<file path="config.mk">
export PLATFORM = sky130hd
export DESIGN_NAME = conv3x3_stream
export DESIGN_NICKNAME = d
export VERILOG_FILES = /design/src/rtl/conv_pkg.sv /design/src/rtl/line_buffer.sv /design/src/rtl/conv3x3_stream.sv
export SDC_FILE = /design/constraint.sdc
export NUM_CORES = 2
export LEC_CHECK = 0
export ABC_AREA = 1
export CORE_AREA = 2 2 755 607
export CTS_CLUSTER_SIZE = 20
export DETAILED_ROUTE_END_ITERATION = 16
export DIE_AREA = 0 0 757 609
export SYNTH_ARGS = -nofsm -noshare
export SYNTH_HDL_FRONTEND = slang
export SYNTH_SLANG_ARGS = --single-unit
</file>
<file path="constraint.sdc">
create_clock -name clk -period 45 [get_ports clk]
set_input_delay 4.5 -clock clk [delete_from_list [all_inputs] [get_ports clk]]
set_output_delay 4.5 -clock clk [all_outputs]
set_load 0.05 [all_outputs]
</file>
<file path="src/rtl/conv_pkg.sv">
// Shared types and constants for the 3x3 convolution engine.
// Latency: none (declarations only).
// Backpressure: not applicable.
package conv_pkg;

    typedef enum logic [1:0] {
        S_IDLE,
        S_RUN,
        S_FLUSH,
        S_DRAIN
    } state_t;

    typedef enum logic [1:0] {
        MODE_IDENT,
        MODE_GAUSS,
        MODE_SHARP,
        MODE_LAPL
    } mode_t;

    typedef logic signed [3:0] coef_t;

    // Coefficients row by row, top-left first.
    localparam coef_t K_IDENT [9] = '{4'sd0, 4'sd0, 4'sd0,
                                      4'sd0, 4'sd1, 4'sd0,
                                      4'sd0, 4'sd0, 4'sd0};
    localparam coef_t K_GAUSS [9] = '{4'sd1, 4'sd2, 4'sd1,
                                      4'sd2, 4'sd4, 4'sd2,
                                      4'sd1, 4'sd2, 4'sd1};
    localparam coef_t K_SHARP [9] = '{4'sd0, -4'sd1, 4'sd0,
                                      -4'sd1, 4'sd5, -4'sd1,
                                      4'sd0, -4'sd1, 4'sd0};
    localparam coef_t K_LAPL  [9] = '{4'sd0, 4'sd1, 4'sd0,
                                      4'sd1, -4'sd4, 4'sd1,
                                      4'sd0, 4'sd1, 4'sd0};

    localparam int GAUSS_SHIFT = 4;

    // Signed accumulator width: wide enough for the worst-case kernel sum.
    function automatic int acc_width(input int pix_w);
        return pix_w + 6;
    endfunction

    function automatic coef_t kcoef(input mode_t m, input logic [3:0] idx);
        case (m)
            MODE_GAUSS: return K_GAUSS[idx];
            MODE_SHARP: return K_SHARP[idx];
            MODE_LAPL:  return K_LAPL[idx];
            default:    return K_IDENT[idx];
        endcase
    endfunction

endpackage

</file>
<file path="src/rtl/line_buffer.sv">
// Fixed-depth pixel delay line: tap is the value shifted in DEPTH enables ago.
// Latency: DEPTH enabled shifts.
// Backpressure: holds contents whenever en is low.
module line_buffer #(
    parameter int DEPTH = 256,
    parameter int WIDTH = 8
) (
    input  logic             clk,
    input  logic             en,
    input  logic [WIDTH-1:0] data,
    output logic [WIDTH-1:0] tap
);
    logic [DEPTH-1:0][WIDTH-1:0] mem;

    // Shift one pixel in per enable; contents need no reset because padding masks stale data.
    always_ff @(posedge clk) begin
        if (en) begin
            mem <= {mem[DEPTH-2:0], data};
        end
    end

    assign tap = mem[DEPTH-1];

endmodule

</file>
<file path="src/rtl/conv3x3_stream.sv">
// Streaming 3x3 convolution with zero padding, selectable kernel and start/done framing.
// Latency: result leaves 2 advancing cycles after the shift that completes its window.
// Backpressure: whole pipeline stalls while out_valid && !out_ready; in_ready drops, no skid.
module conv3x3_stream
    import conv_pkg::*;
#(
    parameter int IMG_W = 256,
    parameter int IMG_H = 256,
    parameter int PIX_W = 8
) (
    input  logic                     clk,
    input  logic                     rst,
    input  logic                     start,
    input  logic [1:0]               mode,
    input  logic [PIX_W-1:0]         in_data,
    input  logic                     in_valid,
    output logic                     in_ready,
    output logic [PIX_W-1:0]         out_data,
    output logic                     out_valid,
    input  logic                     out_ready,
    output logic                     busy,
    output logic                     done,
    output logic [$clog2(IMG_W)-1:0] x_count,
    output logic [$clog2(IMG_H)-1:0] y_count
);
    localparam int XW    = $clog2(IMG_W);
    localparam int YW    = $clog2(IMG_H);
    localparam int ACC_W = acc_width(PIX_W);
    localparam int NPIX  = IMG_W * IMG_H;
    localparam int RW    = $clog2(NPIX + 1);
    localparam int FW    = $clog2(IMG_W + 2);

    state_t                  state, state_nxt;
    mode_t                   mode_q;
    logic                    adv, accept, shift, start_ok, last_in, last_hs;
    logic [FW-1:0]           fill, flush_cnt;
    logic [RW-1:0]           res_cnt;
    logic [XW-1:0]           win_cx;
    logic [YW-1:0]           win_cy;
    logic [PIX_W-1:0]        pix, lb1_tap, lb2_tap;
    logic [PIX_W-1:0]        win [3][3];
    logic                    win_vld, mac_vld;
    logic [2:0]              row_ok, col_ok;
    logic signed [ACC_W-1:0] prod [9];
    logic signed [ACC_W-1:0] acc_sum, acc_c, acc_q;

    function automatic logic [PIX_W-1:0] clamp_pix(input logic signed [ACC_W-1:0] a);
        if (a[ACC_W-1]) return '0;
        if (|a[ACC_W-2:PIX_W]) return '1;
        return a[PIX_W-1:0];
    endfunction

    assign adv      = !out_valid || out_ready;
    assign in_ready = (state == S_RUN) && adv;
    assign accept   = in_valid && in_ready;
    assign shift    = accept || ((state == S_FLUSH) && adv);
    assign start_ok = (state == S_IDLE) && start;
    assign busy     = (state != S_IDLE);
    assign last_in  = (x_count == XW'(IMG_W - 1)) && (y_count == YW'(IMG_H - 1));
    assign last_hs  = out_valid && out_ready && (res_cnt == RW'(NPIX - 1));
    assign pix      = (state == S_RUN) ? in_data : '0;

    // Frame state register.
    always_ff @(posedge clk) begin
        if (rst) state <= S_IDLE;
        else     state <= state_nxt;
    end

    // Frame sequencing: accept a frame, flush the window tail with zeros, drain the pipe.
    always_comb begin
        state_nxt = state;
        case (state)
            S_IDLE:  if (start) state_nxt = S_RUN;
            S_RUN:   if (accept && last_in) state_nxt = S_FLUSH;
            S_FLUSH: if (adv && flush_cnt == FW'(IMG_W)) state_nxt = S_DRAIN;
            S_DRAIN: if (last_hs) state_nxt = S_IDLE;
            default: state_nxt = S_IDLE;
        endcase
    end

    // Position counters, window fill level, centre coordinates and result count.
    always_ff @(posedge clk) begin
        if (rst) begin
            mode_q    <= MODE_IDENT;
            x_count   <= '0;
            y_count   <= '0;
            fill      <= '0;
            flush_cnt <= '0;
            res_cnt   <= '0;
            win_cx    <= '0;
            win_cy    <= '0;
            done      <= 1'b0;
        end else begin
            done <= (state == S_DRAIN) && last_hs;
            if (start_ok) begin
                mode_q    <= mode_t'(mode);
                x_count   <= '0;
                y_count   <= '0;
                fill      <= '0;
                flush_cnt <= '0;
                res_cnt   <= '0;
                // Parked on the last pixel so the first valid window lands on (0,0).
                win_cx    <= XW'(IMG_W - 1);
                win_cy    <= YW'(IMG_H - 1);
            end else begin
                if (accept) begin
                    if (x_count == XW'(IMG_W - 1)) begin
                        x_count <= '0;
                        y_count <= (y_count == YW'(IMG_H - 1)) ? '0 : y_count + 1'b1;
                    end else begin
                        x_count <= x_count + 1'b1;
                    end
                end
                if (shift && state == S_FLUSH) flush_cnt <= flush_cnt + 1'b1;
                if (shift && fill != FW'(IMG_W + 1)) fill <= fill + 1'b1;
                if (shift && fill == FW'(IMG_W + 1)) begin
                    if (win_cx == XW'(IMG_W - 1)) begin
                        win_cx <= '0;
                        win_cy <= (win_cy == YW'(IMG_H - 1)) ? '0 : win_cy + 1'b1;
                    end else begin
                        win_cx <= win_cx + 1'b1;
                    end
                end
                if (out_valid && out_ready) res_cnt <= res_cnt + 1'b1;
            end
        end
    end

    line_buffer #(.DEPTH(IMG_W), .WIDTH(PIX_W)) u_lb1 (
        .clk (clk), .en (shift), .data (pix), .tap (lb1_tap)
    );
    line_buffer #(.DEPTH(IMG_W), .WIDTH(PIX_W)) u_lb2 (
        .clk (clk), .en (shift), .data (lb1_tap), .tap (lb2_tap)
    );

    // 3x3 window: column 2 is newest, row 2 is the current line.
    always_ff @(posedge clk) begin
        if (shift) begin
            for (int r = 0; r < 3; r++) begin
                win[r][0] <= win[r][1];
                win[r][1] <= win[r][2];
            end
            win[0][2] <= lb2_tap;
            win[1][2] <= lb1_tap;
            win[2][2] <= pix;
        end
    end

    // Taps outside the frame around the window centre are forced to zero.
    assign row_ok = {win_cy != YW'(IMG_H - 1), 1'b1, win_cy != '0};
    assign col_ok = {win_cx != XW'(IMG_W - 1), 1'b1, win_cx != '0};

    for (genvar g = 0; g < 9; g++) begin : g_tap
        localparam int R = g / 3;
        localparam int C = g % 3;
        logic signed [ACC_W-1:0] kx, tx;
        assign kx      = ACC_W'(kcoef(mode_q, 4'(g)));
        assign tx      = (row_ok[R] && col_ok[C]) ? ACC_W'(win[R][C]) : '0;
        assign prod[g] = kx * tx;
    end

    assign acc_sum = prod[0] + prod[1] + prod[2] + prod[3] + prod[4]
                   + prod[5] + prod[6] + prod[7] + prod[8];

    // Kernel-specific post-processing ahead of the MAC register.
    always_comb begin
        acc_c = acc_sum;
        case (mode_q)
            MODE_GAUSS: acc_c = acc_sum >>> GAUSS_SHIFT;
            MODE_LAPL:  acc_c = acc_sum[ACC_W-1] ? -acc_sum : acc_sum;
            default:    acc_c = acc_sum;
        endcase
    end

    // Window-valid, MAC and clamp/output stages, all advancing together.
    always_ff @(posedge clk) begin
        if (rst) begin
            win_vld   <= 1'b0;
            mac_vld   <= 1'b0;
            acc_q     <= '0;
            out_valid <= 1'b0;
            out_data  <= '0;
        end else if (adv) begin
            win_vld   <= shift && (fill == FW'(IMG_W + 1));
            mac_vld   <= win_vld;
            acc_q     <= acc_c;
            out_valid <= mac_vld;
            if (mac_vld) out_data <= clamp_pix(acc_q);
        end
    end

endmodule

</file>
==> summary.txt <==
Status: complete, no violations
R2R cell count: 13
Critical path's top delay family: buffers and inverters
Initial antenna violation count: 6
Area contributors post-synth: edfxtp_1 (91%), fa_1 (2.4%), dfxtp_1 (1.4%), inv_1 (1.1%), nand2_1 (0.88%)
Post-Layout Cell Count: 12486
WL/cell: 14.38 um
Largest family of logic cells by synthesized area: adder cells
EDFF count, synth: 4120
RR Endpoint: u_lb2.mem[1138]$_DFFE_PP_
CTS tree: yes
Post-DRT Antenna Nets: 0
Register area share after synthesis: 0.9275
CP peak stage delay: 0.92 ns
Top cell type's share of synthesized area: 0.9132
Slew Limit Headroom: 0.2190
Synth Flop Type: edfxtp_1
DRC Markers: 0
Slew Viols, Final: 0
Synth Area in Adders: 0.03230
GRT overflow: 0
Crit-path max FO: 203
Top-count cell post-synth: edfxtp_1
Xor/xnor share of the synthesized area: 0.0008958
Hold Path Origin: u_lb1.mem[1570]$_DFFE_PP_
Synth warn: 0
Via Count: 49240
Post-Syn Area per Cell: 23.71 um2
Root Buffer: clkbuf_16
Vias in the first global route: 48089
Distinct cell type count after synthesis: 50
Wirelength, routed: 179.6 mm
DPL Wire Length: 90.62 mm
Post-synthesis mux area share: 0
Die width: 757 um
Layout cell share with drive strength beyond 1: 0.09342
Max-cap violations: 0
WP buf/inv: 9
Simple-gate share of the synthesized area: 0.02071
Postcts setup bufs: 0
Crit. path cell count: 12
Cells along the critical path: clkdlybuf4s50_1 > nor2_4 > nor2_4 > inv_2 > nand2_8 > buf_12 > buf_4 > buf_4 > buf_4 > buf_4 > buf_4 > buf_4
Hold Path Stages: 0
Worst skew pair latency: 0.87 ns
RSZ-0062 raised after global routing: false
Starting Density: 0.2981
Synthesized instance count: 5715
Fin crit share: 0.2503
WP data arrival: 11.76 ns
Crit. End Element: register
Register-to-register path setup slack: 36.74 ns
CP startpoint kind: input port
M1 wire length: 93.61 mm
Post-Place Cells: 11825
Mapped Area: 135500 um2
# rows: 222
Worst hold endpoint: u_lb1.mem[1578]$_DFFE_PP_
Worst min-delay path class: reg -> reg
Post-synthesis compound-gate area fraction: 0.006271
First drt pass iteration count: 8
Reg-to-Reg Start: state[1]$_SDFFE_PP0P_
Clock Sinks: 4217
First-pass GRT wire length: 277.7 mm
Top layer used by detailed routing: met4
Final Hold Viols: 0
Endpoints failing setup: 0
Worst Clk Skew: 0.06407 ns
Setup_tns: 0 ns
Die area: 461000 um2
WP data required: 45.50 ns
Post_cts resized: 0
Crit path time final: 11.26 ns
GP Congestion: 0.8322
Via density: 3.944
Die Height: 609 um
Largest net degree at the start of global routing: 204
CORE AREA: 454400 um2
DRT iter0 DRCs: 5293
Area Overhead vs Synth: 14.62%
Worst-path clk slew: 0.07 ns
# hold bufs at CTS: 0
IO buf count: 42
Met2 routed WL: 72.29 mm
Yosys reg bits: 4217
Worst Tran Pin Value: 1.172 ns
Yosys top cell by area: edfxtp_1
Fill cells: 41712
TritonCTS Buffers: 362
Post-synth net total: 5982
Met3 WL: 8.488 mm
Max clock buf depth: 4
Synth cell count leaders: edfxtp_1 (4120), inv_1 (391), nand2_1 (319)
H-tree Lvls: 5
Kind of critical path: in -> reg
Nets@finish: 6408
Async SR Flop Fraction: 0
Ports: 43
Global-route total usage across every layer: 0.07420
Cell mode on critical path: buf_4
Critical path's slowest cell: buf_4
Fmax: 88.77 MHz
registers in the layout (all words and copies together), names as in the netlist, 8 cells and up:
signal / cells
u_lb1.mem: 2038
u_lb2.mem: 2037
win: 29
res_cnt: 17
acc_q: 14
fill: 9
flush_cnt: 9
out_data: 8
u_lb1.tap: 8
u_lb2.tap: 8
win_cx: 8
win_cy: 8
x_count: 8
y_count: 8
area by class of cell:
class                      count  area (um2)  share of cell area
multi-input combinational   1060        8173             0.05263
inverter                     404        1520            0.009789
antenna                        5       12.51          0.00008057
sequential                  4217      125700              0.8092
tap                         6048        7567             0.04873
clock buffer                 440        9500             0.06118
clock inverter               216        1952             0.01257
timing repair buffer          96       908.4            0.005849
worst max path at each step:
stage	start	to	slack [ns]
floorplan	out_ready	fill[7]$_SDFFE_PP0P_	9.31
finish	out_ready	u_lb2.mem[1138]$_DFFE_PP_	33.74
CTS	out_ready	u_lb1.mem[777]$_DFFE_PP_	33.49
detailed placement	out_ready	u_lb1.mem[753]$_DFFE_PP_	32.44
global placement	out_ready	u_lb1.mem[777]$_DFFE_PP_	32.80
global route	out_ready	u_lb1.mem[777]$_DFFE_PP_	32.95
worst reg2reg max path, delay by kind of cell (launching register included):
kind          cells  cell delay, ns
fa+ha+maj         1            0.74
buf+inv           9            5.95
flops             1            0.33
simple gates      3            0.82
cell usage in the layout, fill, tap and decap left out, types with 4 or more instances in the layout:
cell / n
a21oi_1: 84
a31oi_1: 9
buf_12: 6
buf_4: 46
bufinv_16: 30
clkbuf_1: 71
clkbuf_16: 369
clkdlybuf4s50_1: 42
clkinv_1: 95
clkinv_2: 60
clkinv_8: 7
clkinvlp_4: 9
dfxtp_1: 97
diode_2: 5
edfxtp_1: 4120
fa_1: 163
ha_1: 89
inv_1: 391
inv_2: 10
inv_6: 7
nand2_1: 319
nand2_2: 7
nand3_1: 70
nand3_2: 5
nand3b_1: 5
nand4_1: 11
nor2_1: 153
nor2_4: 8
nor3_1: 20
nor3_2: 4
nor4_1: 4
o21ai_0: 58
or2_2: 6
xor2_1: 9
through the flow:
step | setup WS (ns) | utilization | cell area, um2 | hold slack [ns]
2_1_floorplan | 9.314 | - | 135500 | 0.4003
3_3_place_gp | 32.80 | 0.3164 | 143800 | 0.4001
3_5_place_dp | 32.44 | 0.3165 | 143800 | 0.4045
4_1_cts | 33.49 | 0.3417 | 155300 | 0.3773
5_1_grt | 32.95 | 0.3417 | 155300 | 0.3891
6_report | 33.74 | 0.3417 | 155300 | 0.3742
metal layers:
layer / track usage / vias up
li1: - / 22595
met1: 0.1172 / 25350
met5: 0 / -
met2: 0.09950 / 932
met3: 0.01676 / 363
met4: 0.02474 / 0
kinds of logic after synthesis:
logic type,count (synthesis)
DFF,4217
adders and majority gates,252
AOI/OAI and AO/OA,162
and+or+nand+nor,633
xor gates and xnor gates,13
buffers and inverters,438
Power is not shown: default switching activity piles up to over one toggle a cycle in this logic, so the estimate is an artifact.
